$ cat src/rtl/mod_reduce_seq.sv
// Iterative shift-subtract divider: each RUN cycle removes the largest
// divisor multiple (d << k, k <= MAX_SHIFT) that still fits in the remainder.
module mod_reduce_seq #(
    parameter int WIDTH     = 16,
    parameter int MAX_SHIFT = 12
) (
    input  logic             clk,
    input  logic             rst_n,
    input  logic             in_valid,
    output logic             in_ready,
    input  logic [WIDTH-1:0] dividend,
    input  logic [WIDTH-1:0] divisor,
    output logic             out_valid,
    input  logic             out_ready,
    output logic [WIDTH-1:0] quotient,
    output logic [WIDTH-1:0] remainder,
    output logic             div_by_zero,
    output logic [5:0]       iter_count
);

    localparam int EXT_W = WIDTH + MAX_SHIFT;
    localparam int KW    = $clog2(MAX_SHIFT + 1);

    typedef enum logic [1:0] {IDLE, RUN, DONE} state_t;

    state_t           state_q, state_d;
    logic [WIDTH-1:0] r_q, r_d;
    logic [WIDTH-1:0] d_q, d_d;
    logic [WIDTH-1:0] q_q, q_d;
    logic [5:0]       iter_q, iter_d;
    logic             dbz_q, dbz_d;
    logic [KW-1:0]    k_sel;
    logic [EXT_W-1:0] sub_ext;

    // Compared at full extended width so a shifted divisor never wraps below r.
    function automatic logic [KW-1:0] largest_shift(input logic [WIDTH-1:0] r,
                                                    input logic [WIDTH-1:0] d);
        logic [KW-1:0]    k_best;
        logic [EXT_W-1:0] d_ext;
        logic [EXT_W-1:0] r_ext;
        k_best = '0;
        r_ext  = EXT_W'(r);
        for (int k = 0; k <= MAX_SHIFT; k++) begin
            d_ext = EXT_W'(d) << k;
            if (d_ext <= r_ext) begin
                k_best = KW'(k);
            end
        end
        return k_best;
    endfunction

    function automatic logic [5:0] sat_inc(input logic [5:0] v);
        return (v == 6'd63) ? v : v + 6'd1;
    endfunction

    always_comb begin
        state_d = state_q;
        r_d     = r_q;
        d_d     = d_q;
        q_d     = q_q;
        iter_d  = iter_q;
        dbz_d   = dbz_q;
        k_sel   = largest_shift(r_q, d_q);
        sub_ext = EXT_W'(d_q) << k_sel;
        case (state_q)
            IDLE: begin
                if (in_valid) begin
                    r_d     = dividend;
                    d_d     = divisor;
                    q_d     = '0;
                    iter_d  = '0;
                    dbz_d   = 1'b0;
                    state_d = RUN;
                end
            end
            RUN: begin
                if (d_q == '0) begin
                    dbz_d   = 1'b1;
                    q_d     = '1;
                    state_d = DONE;
                end else if (r_q < d_q) begin
                    state_d = DONE;
                end else begin
                    // sub_ext <= r_q here, so the narrowing cast loses nothing.
                    r_d    = r_q - WIDTH'(sub_ext);
                    q_d    = q_q + (WIDTH'(1) << k_sel);
                    iter_d = sat_inc(iter_q);
                end
            end
            DONE: begin
                if (out_ready) begin
                    state_d = IDLE;
                end
            end
            default: state_d = IDLE;
        endcase
    end

    always_ff @(posedge clk) begin
        if (!rst_n) begin
            state_q <= IDLE;
            r_q     <= '0;
            d_q     <= '0;
            q_q     <= '0;
            iter_q  <= '0;
            dbz_q   <= 1'b0;
        end else begin
            state_q <= state_d;
            r_q     <= r_d;
            d_q     <= d_d;
            q_q     <= q_d;
            iter_q  <= iter_d;
            dbz_q   <= dbz_d;
        end
    end

    assign in_ready    = (state_q == IDLE);
    assign out_valid   = (state_q == DONE);
    assign quotient    = q_q;
    assign remainder   = r_q;
    assign div_by_zero = dbz_q;
    assign iter_count  = iter_q;

endmodule
$ cat config.mk
export PLATFORM = sky130hd
export DESIGN_NAME = mod_reduce_seq
export DESIGN_NICKNAME = d
export VERILOG_FILES = /design/src/rtl/mod_reduce_seq.sv
export SDC_FILE = /design/constraint.sdc
export NUM_CORES = 1
export LEC_CHECK = 0
export BUFFER_PORTS_ARGS = -buffer_cell sky130_fd_sc_hd__buf_2
export CAP_MARGIN = 20
export CORE_MARGIN = 5
export CORE_UTILIZATION = 55
export DETAILED_ROUTE_END_ITERATION = 12
export PLACE_DENSITY_LB_ADDON = 0.15
export SLEW_MARGIN = 20
export SYNTH_ARGS = -nofsm -noshare
export SYNTH_HDL_FRONTEND = slang
export SYNTH_SLANG_ARGS = --single-unit
$ cat constraint.sdc
create_clock -name clk -period 7.9 [get_ports clk]
set_clock_uncertainty 0.2 [all_clocks]
set_input_delay 0.395 -clock clk [delete_from_list [all_inputs] [get_ports clk]]
set_output_delay 0.395 -clock clk [all_outputs]
set_load 0.01 [all_outputs]
Word level (Yosys, flattened, before mapping)
Cells that the tools add are included.

storage, ports and cells
  register bits after elaboration = 57
  latch bits = 0
  memory bits (writable) = 0
  memory bits (read-only) = 0
  output and inout bits = 41
  word-level logic and storage cells = 77
  memories kept = 0

cells by class
  add/subtract/negate cells = 3
  $mul = 0
  divide/modulo/power cells = 0
  order comparisons = 13
  eq/ne operators = 11
  shift operators = 2
  mux-type cells = 33
  bitwise logic cells = 0
  reductions and logical operators = 9

operator list
  operator              number
  $mux 16               6
  $pmux 16 s2           2
  $le 28x16->1          1
  $le 27x16->1          1
  $le 26x16->1          1
  $le 25x16->1          1
  $le 24x16->1          1
  $mux 6                4
  $le 23x16->1          1
  $le 22x16->1          1
  $le 21x16->1          1
  $le 20x16->1          1
  $mux 4                5
  $le 19x16->1          1
  $le 18x16->1          1
  $le 17x16->1          1
  $add 16x16->16        1
  $logic_not 16->1      1
  $lt 16x16->1          1
  $shl 1x4->16 const A  1
  $shl 16x4->16         1
  $sub 16x16->16        1
  $mux 2                6
  $mux 3                4
  17 further kinds      26

Longest topological paths before layout
  depth after elaboration = 18
  depth in mapped cells = 30

Worst setup path after synthesis
OpenSTA, ideal clock, no wires.

  path type = register to register
  from = register r_q[14] (netlist: remainder[14])
  to = register r_q[14] (netlist: remainder[14])
  arrival = 5.396 ns
  path slack = 2.183 ns
  cell stages (with the launch flop) = 30
  path buffers = 3
  period minus slack after synthesis = 5.717 ns
  cell sequence = dfxtp_1 -> inv_1 -> ha_1 -> a21o_1 -> a2111oi_0 -> nand4b_1 -> nand2_1 -> o31ai_2 -> o21ba_2 -> buf_6 -> buf_6 -> buf_2 -> a21oi_1 -> nand2_1 -> nor3_1 -> ha_1 -> inv_1 -> fa_1 -> a21o_1 -> a21oi_1 -> o21bai_1 -> a21oi_1 -> o21bai_1 -> a21oi_1 -> o21bai_1 -> a2111oi_0 -> or3_1 -> o21ai_0 -> xnor2_1 -> o21ai_0

between the ends
  word-level cells in the longest chain between the ends = 18
  elaborated cells on any way between the ends = 32
  classes of those cells = add/sub: 1; order compare: 13; eq/ne: 1; shift: 1; mux: 15; reduce/logical: 1

ends and longest elaborated chain
  item                    RTL line  source
  from (decl)             27        logic [WIDTH-1:0] r_q, r_d;
  from (signal assigned)  109       r_q <= r_d;
  $le 17x16->1            45        if (d_ext <= r_ext) begin
  $mux 1                  45
  $mux 2 (2 in series)    45
  $mux 3 (4 in series)    45
  $mux 4 (5 in series)    45
  $shl 16x4->16           64        sub_ext = EXT_W'(d_q) << k_sel;
  $sub 16x16->16          85        r_d = r_q - WIDTH'(sub_ext);
  $mux 16                 81        end else if (r_q < d_q) begin
  $mux 16                 77        if (d_q == '0) begin
  $pmux 16 s2             65        case (state_q)

Several ways; a longest one is shown, not always the timed one. The select of a mux whose other input is x is not followed.
A chain may end at the register's enable or synchronous reset.

Final worst setup path
  from = register r_q[15] (netlist: remainder[15])
  to = register r_q[15] (netlist: remainder[15])

The elaborated chain is that of the path after synthesis.

==> parameters.txt <==
Parameter                              Value

Run status
  Result of the run    complete, no violations

Clocking
  Count of instances resized after the clock tree is built    0
  Clock transition at the registers of the reported paths    ~0.050 ns
  Maximum clock insertion buffer count    2
  TritonCTS clock tree    yes
  TritonCTS buffer count    9
  Number of buffers added to fix hold violations after cts    0
  H-tree levels    3
  Clock sink total    57
  Number of buffers added for setup after CTS    0
  Clk_lat worst skew    about 0.33 ns
  Clock tree root buffer cell    clkbuf_16

Cells and area
  Final #Nets    between 1,000 and 1,500
  Layout area overhead    10.8%
  Antenna Diode Count    0
  Layout Cell Area excl Fill    8500 um^2
  Share of cells above drive strength 1    approximately an eighth

Synth
  Top cell type by total area after synthesis    ha_1
  Synth cell count leaders    ha_1 (160), a21oi_1 (118), nand2_1 (112)
  Synthesized area per cell    7.57 um^2
  Synth area leaders    ha_1 (26%), dfxtp_1 (15%), a21oi_1 (7.7%)
  Number of synthesis warnings    0
  EDFF count, synth    0
  Mapped Cells    slightly above 1,000
  Count leader, synth    ha_1
  Cell area after synthesis    between 7000 and 8000 um^2
  Fraction of post-synthesis cell area in the top cell type by area    between 20% and 30%
  Most used DFF post-synth    dfxtp_1
  Netlist cell types    76
  Fraction of registers with async set or reset after synthesis    0%
  Register bit count reported by yosys    57
  Part of the Yosys area used for sequential elements    14.9%

STA
  Slew at the pin with the worst max-slew slack    between 0.8 and 0.9 ns
  Fmax    between 100 and 150 MHz
  Total of endpoints with negative setup slack in the final report    0
  RSZ-0062 raised after global routing    false
  Final min period    between 6 and 7 ns
  Final Hold Violating Endpoints    0
  Slew HR    a little under half
  Final total negative setup slack    0 ns
  Max-slew violations    0
  Part of the cycle the worst path needs    between 80% and 90%

Setup path
  Worst-path maximum fanout    25
  Required time at the endpoint of the critical path    7.92 ns
  Worst Path Arrival    about 6.9 ns
  Setup crit start kind    flop
  Class of the most critical setup path    flop to flop
  Nature of the critical path endpoint    flop

Placement
  Placed cell areas    between 8000 and 9000 um^2
  Last weighted congestion value of the routability-driven placer    approximately 0.99
  Hpwl dp    18,200 um
  Number of buffers inserted by port buffering    76

Routing
  Number of remaining DRC errors    0
  Via-per-instance ratio    6.37
  Violation count after the first detailed-routing iteration    between 600 and 700
  Number of routed nets with antenna violations    0
  Routed WL    24,100 um
  Via count    slightly above 8,000
  Per-cell routed wire length    about 19 um
  Number of detailed-route iterations in the first pass    5

Global routing
  Wire length of the first global-routing pass    between 30,000 and 40,000 um
  Pin count of the biggest net entering global routing    37
  Number of antenna violations at the first check in global routing    0
  Total global routing track utilization    roughly 30%
  Via count of the first global-routing pass    between 7,000 and 8,000
  Global route overflow    0

Floorplanning
  # rows    43
  Core footprint    between 10,000 and 15,000 um^2
  Die outline area    around 16,000 um^2
  Io pins    77
  Die outline height    128 um
  Initial cell density of the core    about 56%
  Horizontal extent of the die    between 100 and 150 um

Job
  Max-Cap Viols    0

Hold path
  Class of the most critical hold timing path    primary input to flop
[cell families (layout without fill, tap and decap cells)]
| group | count (synthesis) | after routing | synth area share, % |
|---|---|---|---|
| AO/OA/AOI/OAI | 306 | 306 | 25.7 |
| XOR/XNOR | 25 | 25 | 2.86 |
| adder cells (fa/ha/maj) | 162 | 162 | 26.6 |
| buffers and inverters | 91 | 163 | 5.01 |
| flip-flops | 57 | 57 | 14.9 |
| multiplexers | 17 | 17 | 2.27 |
| other | 1 | 2 | 0.0489 |
| AND/OR/NAND/NOR | 354 | 354 | 22.6 |
[through the flow]
step                      cells  hold slack (ns)  utilization, %  setup WS [ns]
after floorplan            1014            0.292               -           2.18
after global placement     1250            0.262            59.7           1.18
after detailed placement   1250            0.277            59.7           1.18
after CTS                  1266           0.0924            61.7           1.13
after global routing       1266            0.108            61.7          0.577
final                      1266           0.0934            61.7          0.982
[sequential cells by signal (all words and copies together) (netlist names)]
register / flops
d_q: 16
state_q: 2
remainder: 16
quotient: 16
div_by_zero: 1
iter_count: 6
[final timing paths]
check                        to           from  slack (ns)  depth (start not counted)
setup / recovery  remainder[15]  remainder[15]        0.98                         22
hold / removal           d_q[2]     divisor[2]        0.09                          3
setup reg to reg  remainder[15]  remainder[15]        0.98                         22
hold reg to reg    quotient[13]   quotient[13]        0.28                          2
[area by class of cell]
cell class | count | area, um^2
Multi-Input combinational cell | 866 | 6150
Fill cell | 1286 | 5280
Sequential cell | 57 | 1140
Timing Repair Buffer | 92 | 500
Clock buffer | 13 | 260
Tap cell | 180 | 225
Inverter | 55 | 206
Clock inverter | 3 | 15.0
[per-layer routing]
metal	global-route usage, %	wire (um)	up-vias
met1	37.5	10200	3710
li1	-	-	3906
met4	14.5	1100	0
met3	4.42	1740	82
met5	0	0	-
met2	48.7	11100	364
[cells in the final DEF, fill, tap and decap left out, types with 4 or more instances in the layout]
cell,Yosys,routed
ha_1,160,160
a21oi_1,118,118
nand2_1,112,112
nor2_1,87,87
buf_2,4,76
dfxtp_1,57,57
inv_1,54,54
o21ai_0,54,54
a211oi_1,32,32
nor3_1,29,29
nand3_1,25,25
a21o_1,17,17
buf_4,0,16
xnor2_1,15,15
mux2i_1,14,14
nor4_1,12,12
nand4_1,12,12
and4_1,10,10
xor2_1,10,10
and3_1,9,9
and2_1,9,9
or3_1,9,9
nand2b_1,9,9
clkbuf_16,0,9
o211ai_1,8,8
o21a_1,8,8
o21ai_1,6,6
a31oi_1,5,5
or2_2,5,5
nor2b_1,5,5
nand4b_1,4,4
a21boi_0,4,4
o21bai_1,4,4
a311oi_1,4,4
[critical path, stage by stage, from the launching register on]
cell and delay, ns:
dfxtp_1 0.35, inv_1 0.55, ha_1 0.36, and4_1 0.19, nand3_1 0.08, nor4_1 0.05
a211oi_1 0.50, nor3b_1 0.55, a211o_1 0.74, nand2_1 0.24, o21ai_1 0.30, nand2_1 0.11
ha_1 0.34, nor2b_1 0.18, o21ai_0 0.15, a21oi_1 0.28, a211oi_1 0.14, o41ai_1 0.52
a31o_2 0.30, nand2_1 0.07, a211oi_1 0.25, o21ai_1 0.11, a32o_1 0.26
Power is left out: the tool's default activity adds up to more than one toggle a clock period on the data nets, which glitch-free logic cannot reach.
